--- src/rtl/vlu_pkg.sv ---
// Shared definitions for the vector load unit.
//   state_t    : load FSM states (IDLE, READ, DRAIN, WRITE)
//   VEC_W      : assembled vector width in bits
//   WORD_W     : memory word width in bits
//   N_WORDS    : words per vector
//   REG_ADDR_W : vector register-file address width
package vlu_pkg;

  typedef enum logic [1:0] {
    IDLE  = 2'd0,
    READ  = 2'd1,
    DRAIN = 2'd2,
    WRITE = 2'd3
  } state_t;

  localparam int VEC_W      = 256;
  localparam int WORD_W     = 32;
  localparam int N_WORDS    = 8;
  localparam int REG_ADDR_W = 5;

endpackage

--- src/rtl/vlu_word_collector.sv ---
// Counter-indexed vector capture register.
//   clk, rst   : clock, asynchronous active-high reset (clears the vector)
//   clear      : synchronous clear of the whole vector
//   word_en    : write word_data into slot word_idx
//   word_idx   : destination word slot
//   word_data  : incoming memory word
//   vec        : registered vector contents
//   vec_next   : vector contents with this cycle's write already applied
module vlu_word_collector #(
  parameter int N_WORDS = vlu_pkg::N_WORDS,
  parameter int WORD_W  = vlu_pkg::WORD_W,
  parameter int IDX_W   = 3
) (
  input  logic                      clk,
  input  logic                      rst,
  input  logic                      clear,
  input  logic                      word_en,
  input  logic [IDX_W-1:0]          word_idx,
  input  logic [WORD_W-1:0]         word_data,
  output logic [N_WORDS*WORD_W-1:0] vec,
  output logic [N_WORDS*WORD_W-1:0] vec_next
);

  always_comb begin
    vec_next = vec;
    if (word_en) vec_next[word_idx*WORD_W +: WORD_W] = word_data;
  end

  always_ff @(posedge clk or posedge rst) begin
    if (rst)        vec <= '0;
    else if (clear) vec <= '0;
    else            vec <= vec_next;
  end

endmodule

--- src/rtl/vector_load_unit.sv ---
// Vector load unit: reads N_WORDS consecutive memory words and writes the
// assembled vector to the vector register file in one pulse.
//   clk, rst          : clock, asynchronous active-high reset
//   start             : load request (only honoured in IDLE)
//   base_addr, rd     : byte address of word 0 and destination register
//   mem_rd_en         : memory read strobe
//   mem_addr          : memory byte address (holds after the last read)
//   mem_rdata         : read data, valid the cycle after mem_rd_en
//   WriteEn, rd_out,
//   InputData         : register-file write port (held between loads)
//   busy, done        : not-idle flag, completion pulse with WriteEn
module vector_load_unit #(
  parameter int N_WORDS = vlu_pkg::N_WORDS,
  parameter int WORD_W  = vlu_pkg::WORD_W
) (
  input  logic                            clk,
  input  logic                            rst,
  input  logic                            start,
  input  logic [31:0]                     base_addr,
  input  logic [vlu_pkg::REG_ADDR_W-1:0]  rd,
  output logic                            mem_rd_en,
  output logic [31:0]                     mem_addr,
  input  logic [WORD_W-1:0]               mem_rdata,
  output logic                            WriteEn,
  output logic [vlu_pkg::REG_ADDR_W-1:0]  rd_out,
  output logic [N_WORDS*WORD_W-1:0]       InputData,
  output logic                            busy,
  output logic                            done
);
  import vlu_pkg::*;

  localparam int CNT_W = (N_WORDS > 1) ? $clog2(N_WORDS) : 1;
  localparam logic [CNT_W-1:0] LAST = CNT_W'(N_WORDS - 1);

  state_t                    state, state_next;
  logic [CNT_W-1:0]          cnt;
  logic [REG_ADDR_W-1:0]     rd_q;
  logic                      accept;
  logic                      word_en;
  logic [CNT_W-1:0]          word_idx;
  logic [N_WORDS*WORD_W-1:0] vec;
  logic [N_WORDS*WORD_W-1:0] vec_next;

  always_ff @(posedge clk or posedge rst) begin
    if (rst) state <= IDLE;
    else     state <= state_next;
  end

  // Data for the read issued in the previous cycle arrives now, so the
  // capture slot trails the read counter by one word.
  always_comb begin
    state_next = state;
    accept     = 1'b0;
    word_en    = 1'b0;
    word_idx   = cnt - CNT_W'(1);
    mem_rd_en  = 1'b0;
    WriteEn    = 1'b0;
    done       = 1'b0;
    busy       = (state != IDLE);
    case (state)
      IDLE: begin
        if (start) begin
          accept     = 1'b1;
          state_next = READ;
        end
      end
      READ: begin
        mem_rd_en = 1'b1;
        word_en   = (cnt != '0);
        if (cnt == LAST) state_next = DRAIN;
      end
      DRAIN: begin
        word_en    = 1'b1;
        word_idx   = LAST;
        state_next = WRITE;
      end
      WRITE: begin
        WriteEn    = 1'b1;
        done       = 1'b1;
        state_next = IDLE;
      end
      default: state_next = IDLE;
    endcase
  end

  vlu_word_collector #(
    .N_WORDS (N_WORDS),
    .WORD_W  (WORD_W),
    .IDX_W   (CNT_W)
  ) u_collector (
    .clk       (clk),
    .rst       (rst),
    .clear     (accept),
    .word_en   (word_en),
    .word_idx  (word_idx),
    .word_data (mem_rdata),
    .vec       (vec),
    .vec_next  (vec_next)
  );

  // The output copy is taken from vec_next in DRAIN so the write port sees
  // the complete vector in WRITE while holding the previous result during
  // the next load.
  always_ff @(posedge clk or posedge rst) begin
    if (rst) begin
      cnt       <= '0;
      rd_q      <= '0;
      mem_addr  <= '0;
      rd_out    <= '0;
      InputData <= '0;
    end else begin
      if (accept) begin
        cnt      <= '0;
        rd_q     <= rd;
        mem_addr <= base_addr & 32'hFFFF_FFFC;
      end
      if (state == READ) begin
        cnt <= cnt + CNT_W'(1);
        if (cnt != LAST) mem_addr <= mem_addr + 32'd4;
      end
      if (state == DRAIN) begin
        rd_out    <= rd_q;
        InputData <= vec_next;
      end
    end
  end

endmodule

--- config.mk ---
export PLATFORM = sky130hd
export DESIGN_NAME = vector_load_unit
export DESIGN_NICKNAME = d
export VERILOG_FILES = /design/src/rtl/vlu_pkg.sv /design/src/rtl/vlu_word_collector.sv /design/src/rtl/vector_load_unit.sv
export SDC_FILE = /design/constraint.sdc
export NUM_CORES = 1
export LEC_CHECK = 0
export CORE_MARGIN = 2
export CORE_UTILIZATION = 53
export CTS_CLUSTER_DIAMETER = 40
export CTS_CLUSTER_SIZE = 24
export DETAILED_ROUTE_END_ITERATION = 10
export HOLD_SLACK_MARGIN = 0.12
export PLACE_DENSITY_LB_ADDON = 0.25
export SLEW_MARGIN = 10
export SYNTH_ARGS = -nofsm -noshare
export SYNTH_HDL_FRONTEND = slang
export SYNTH_HIERARCHICAL = 1
export SYNTH_SLANG_ARGS = --single-unit
export TNS_END_PERCENT = 1
--- constraint.sdc ---
create_clock -name clk -period 12.1 [get_ports clk]
set_input_delay 2.42 -clock clk [delete_from_list [all_inputs] [get_ports clk]]
set_output_delay 2.42 -clock clk [all_outputs]
set_load 0.005 [all_outputs]
== Yosys cells after proc, flatten, opt, wreduce, memory -nomap -nowiden ==
Cells that the tools add are included.

* Register bits after elaboration: 559
* Output and inout bits: 297
* Input bits: 72
* Logic and storage cells: 42

* Mux-type cells: 17
* Reductions and logical operators: 5
* Shift operators: 2
* $add $sub $neg: 4
* Eq/ne operators: 7

{| class="wikitable"
|+ Operators by type and width
! cell !! number
|-
| 256-bit 2-to-1 mux || 2
|-
| 256-bit bitwise mux || 1
|-
| 32-bit by 34-bit variable shift with 256-bit output (first input constant) || 1
|-
| 32-bit by 34-bit variable part select with 256-bit output || 1
|-
| 32-bit 2-to-1 mux || 3
|-
| 8-bit negator with 34-bit output || 1
|-
| 32-bit by 3-bit adder with 32-bit output (second input constant) || 1
|-
| 3-bit 2-to-1 mux || 3
|-
| 2-bit case mux with 4 select lines || 1
|-
| 2-bit == test (second input constant) || 2
|-
| 1-bit 2-to-1 mux || 4
|-
| 2-bit 2-to-1 mux || 2
|-
| 2-bit != test (second input constant) || 2
|-
| 2-bit nonzero test || 2
|-
| 3-bit by 1-bit adder with 3-bit output (second input constant) || 1
|-
| 3-bit == test (second input constant) || 1
|-
| 3-bit != test (second input constant) || 1
|-
| 3-bit nonzero test || 1
|-
| 3-bit by 1-bit subtractor with 3-bit output (second input constant) || 1
|-
| 2-bit by 1-bit == test with 1-bit output (second input constant) || 1
|-
| 2-bit zero test || 1
|-
| 1-bit case mux with 2 select lines || 1
|-
| 2-bit AND reduction || 1
|}

== Longest topological paths before layout ==
* Depth in word-level cells: 7
* Depth in mapped cells: 17
* Mapped depth without buffers: 10

== Hierarchy ==
The synthesis kept the hierarchy.

{| class="wikitable"
|+ By module, submodules not included
! module !! area each (µm²) !! cells each !! times used !! sequential area each (µm²)
|-
| vlu_word_collector || 14,393.8 || 1,438 || 1 || 6,406.1
|-
| vector_load_unit || 12,022.8 || 815 || 1 || 7,582.3
|}

== Worst setup path after synthesis ==
OpenSTA, ideal clock, no wires.

* Kind: register to register
* Start point: register state[0]
* End point: register InputData[215]
* Arrival: 4.167 ns
* Cell stages (with the launch flop): 17
* Path buffers: 6
* Setup time: 0.125 ns
* Clock period less this slack: 4.291 ns
* Setup slack: 7.809 ns
* Required time: 11.975 ns
* Cell sequence: dfrtp_1 inv_1 ha_1 clkbuf_1 clkbuf_1 clkbuf_1 nand2b_1 buf_2 inv_1 ha_1 ha_1 or3b_1 buf_6 nor4b_4 buf_6 mux2_2 mux2_2

* Longest elaborated chain between the ends: 6
* Elaborated cells on any way between the ends: 9
* Those cells by class: add/sub (1); eq/ne (2); shift (2); mux (4)

{| class="wikitable"
|+ RTL lines
! what !! line !! text
|-
| start: declaration || vector_load_unit.sv:35 || <nowiki>state_t state, state_next;</nowiki>
|-
| start signal: assignment || vector_load_unit.sv:46 || <nowiki>else state <= state_next;</nowiki>
|-
| 2-bit == test (*) || vector_load_unit.sv:60 || <nowiki>case (state)</nowiki>
|-
| 3-bit 2-to-1 mux (*) || vector_load_unit.sv:60 ||
|-
| named net word_idx[0] || vector_load_unit.sv:40 || <nowiki>logic [CNT_W-1:0] word_idx;</nowiki>
|-
| 8-bit negator with 34-bit output (*) || vlu_word_collector.sv:26 || <nowiki>if (word_en) vec_next[word_idx*WORD_W +: WORD_W] = word_data;</nowiki>
|-
| 32-bit by 34-bit variable part select with 256-bit output / 32-bit by 34-bit variable shift with 256-bit output (equally long branches) || vlu_word_collector.sv:26 ||
|-
| 256-bit bitwise mux (*) || vlu_word_collector.sv:26 ||
|-
| 256-bit 2-to-1 mux (*) || vlu_word_collector.sv:26 ||
|-
| named net vec_next[215] || vector_load_unit.sv:42 || <nowiki>logic [N_WORDS*WORD_W-1:0] vec_next;</nowiki>
|-
| end signal: assignment || vector_load_unit.sv:123 || <nowiki>InputData <= vec_next;</nowiki>
|-
| end: declaration || vector_load_unit.sv:26 || <nowiki>output logic [N_WORDS*WORD_W-1:0] InputData,</nowiki>
|}

Mark *: on every way through the listed nets, which the timed path passes. The rest lies on a longest branch.
A chain may end at the register's enable or synchronous reset.

== Final worst setup path ==
* Start point: register state[0]
* End point: register InputData[40]

Same word-level chain as after synthesis.

==> results.toml <==
[sta]
worst_hold_slack_ns = 0.481
worst_pin_slew_ns = 1.07
worst_slack_ns = 6.14
slew_headroom_pct = 28.3
finalHoldViolCount = 0
finalCritPeriodShare_pct = 49.2
rsz0062_at_grt = "no"
slew_viol_final = 0
fin_tns_setup_ns = 0
clock_skew_ns = 0.0133
setup_violations = 0
post-route-min-period_ns = 5.96
max_freq_mhz = 168

[status]
outcome = "finished clean"

[grt]
grt_pass1_wl_mm = 113
grt_max_degree = 168
grt_pass1_vias = 19643
overflow = 0
grt_antenna_before_repair = 0
grt_use_total_pct = 28.2

[synthesis]
synth_cell_types = 58
synth_xor_area_share_pct = 0.0663
synth_top_family_by_area = "multiplexers"
syn_inst = 2253
synth_compound_area_share_pct = 6.69
ys_ff_latch = 559
synth_nets = 2338
yosysSeqAreaShare_pct = 53.0
netlist_area_um2 = 26400
synth_async_sr_flop_share_pct = 100
synth_fa_ha_area_share_pct = 0.616
postSynthAreaPerCell_um2 = 11.7
synth_mux_area_share_pct = 23.9
ys_warn_count = 6
synth_simple_gate_area_share_pct = 12.8
synth_edf_count = 0
synthFlopType = "dfrtp_1"

[layout]
nets = 2631
drive_above_1_share_pct = 24.8
syn_to_final_growth_pct = 26.1
final_common_cell = "dfrtp_1"
final_cells = 3275
nFillCells = 3612
layout_common_cells = "dfrtp_1, mux2_2, clkdlybuf4s50_1"
diodes = 0
fin_area_um2 = 33300

[die]
die_w_um = 227
die_y_um = 227
initial_core_util_pct = 53.9
rows = 81
die_area_um2 = 51600
io_pins = 369
core_area_um2 = 49100

[power_and_ir_drop]
power-per-cell-area_nw_per_um2 = 250
vdd_drop_max_mv = 0.159
leakage_nw = 16.2
switchingPower_mw = 3.00
p_seq_share_pct = 32.4
p_int_mw = 5.32
sw_frac_of_total_pct = 36.1
p_comb_share_pct = 38.7
clkPwrFrac_pct = 28.9

[setup_path]
worst_ep_required_time_ns = 12.59
cp_max_fo = 78
critical_path_arrival_ns = 6.44
endpoint_kind = "flop"
path_class = "flop to flop"
cp-start-kind = "flop"

[clock_tree]
htreeDepth = 3
clock_sinks = 559
cts.clk_slew.worst_paths_ns = 0.06
cts-root-buf = "clkbuf_16"
cts_buffers = 82
clkLatencyLatePin_ns = 0.61
cts_max_path_buffers = 3
cts_setup_buffers = 0
postCtsHoldBufs = 0
ctsResizeCount = 0
cts_tree = "done"

[placement]
gp_congestion = 0.823
place_inst = 3126
io_buffers = 366
dpl_cell_area_um2 = 30500
post-place-ws_ns = 5.96
hpwl_mm = 45.2

[route]
wl_per_cell_um = 22.1
drt-initial-drc-count = 1315
dr.pass1.iters = 5
postRouteAntennaNets = 0
dr_total_vias = 18942
drc = 0
routed_wl_mm = 72.4
viasPerCell = 5.78

[flow_run]
drv_cap = 0

[hold_path]
min-delay-path-class = "flop to flop"
synth_stat cells (2+ instances only):
cell type    n  area, um2
dfrtp_1    559      14000
mux2_2     442       4980
o21ai_0    189        946
nand2b_1   174       1090
clkbuf_1   142        533
mux2i_1    130       1300
nand2_1    115        432
a21oi_1     90        450
nand3_1     64        320
nor2b_1     55        344
and2_1      42        263
nor2_1      37        139
nand3b_1    32        240
buf_2       29        145
nand4_1     17        106
or3_1       15       93.8
a211oi_1    14        105
ha_1        13        163
inv_1       12       45.0
nor3_1      11       55.1
a311oi_1     8       70.1
buf_1        5       18.8
buf_6        5       56.3
and3_1       4       25.0
o22ai_1      4       25.0
and4_1       3       26.3
o21a_1       3       22.5
a32oi_1      2       17.5
mux2_1       2       22.5
nand3_4      2       35.0
nor4_4       2       42.5
o2111ai_1    2       17.5
o221a_2      2       22.5
o31ai_1      2       15.0
o41ai_1      2       17.5
area by class of cell:
type / instances / area [um2] / share of cell area (%)
clock buffer: 95 / 2210 / 6.64
clock inverter: 54 / 612 / 1.84
sequential: 559 / 14000 / 42.0
tap: 664 / 831 / 2.49
inverter: 12 / 67.6 / 0.203
timing repair buffer: 391 / 3880 / 11.6
multi-input combinational: 1500 / 11700 / 35.2
power by group through the flow:
stage	registers (mW)	logic [mW]	clock network (mW)
5_1_grt	2.75	3.49	2.53
6_report	2.70	3.22	2.41
3_3_place_gp	2.69	3.11	0
3_5_place_dp	2.72	3.20	0
2_1_floorplan	2.66	1.92	0
4_1_cts	2.69	3.22	2.44
state kept, by name (all words and copies together) (netlist names):
name,flops
u_collector/vec,256
rd_out,5
cnt,3
InputData,256
mem_addr,32
rd_q,5
state,2
through the flow:
step	util (%)	total power, mW
final	67.9	8.33
after global routing	67.9	8.77
after CTS	67.9	8.36
after detailed placement	62.2	5.92
after global placement	62.2	5.80
after floorplan	-	4.58
path summary, 6_finish.rpt:
| check | from | to | slack (ns) | cells past startpoint |
|---|---|---|---|---|
| setup / recovery | state[0]$_DFFE_PP0P_ | InputData[40]$_DFFE_PP0P_ | 6.14 | 12 |
| max in group asynchronous | rst | u_collector/vec[129]$_DFF_PP0_ | 8.14 | 3 |
| min in group asynchronous | rst | InputData[91]$_DFFE_PP0P_ | 2.45 | 2 |
| hold reg to reg | mem_addr[1]$_DFFE_PP0P_ | mem_addr[1]$_DFFE_PP0P_ | 0.48 | 1 |
| setup reg to reg | state[0]$_DFFE_PP0P_ | InputData[40]$_DFFE_PP0P_ | 6.14 | 12 |
| hold / removal | mem_addr[1]$_DFFE_PP0P_ | mem_addr[1]$_DFFE_PP0P_ | 0.48 | 1 |
worst max-delay path, stage by stage, from the launching register on:
cell and delay, ns:
dfrtp_1 0.40, inv_1 0.17, ha_4 0.73, buf_4 0.89
nand2b_1 0.40, inv_1 0.08, ha_1 0.21, ha_1 0.43
nand3b_4 0.41, buf_4 0.49, nor2_1 0.87, mux2_2 0.44
mux2_2 0.27
cell families (layout without fill, tap and decap cells):
group | Yosys count | in the layout
adder cells (fa/ha/maj) | 13 | 13
multiplexers | 574 | 574
AO/OA/AOI/OAI | 324 | 324
AND/OR/NAND/NOR | 587 | 587
buffers and inverters | 194 | 552
flip-flops | 559 | 559
XOR/XNOR | 2 | 2
layer usage:
layer	track usage (%)	wire, um	up-vias
li1	-	-	8522
met1	36.0	29500	9660
met3	6.21	4680	135
met2	48.0	36200	625
met5	0	0	-
met4	9.04	2020	0
No activity file was read; power rests on OpenSTA's default activity.
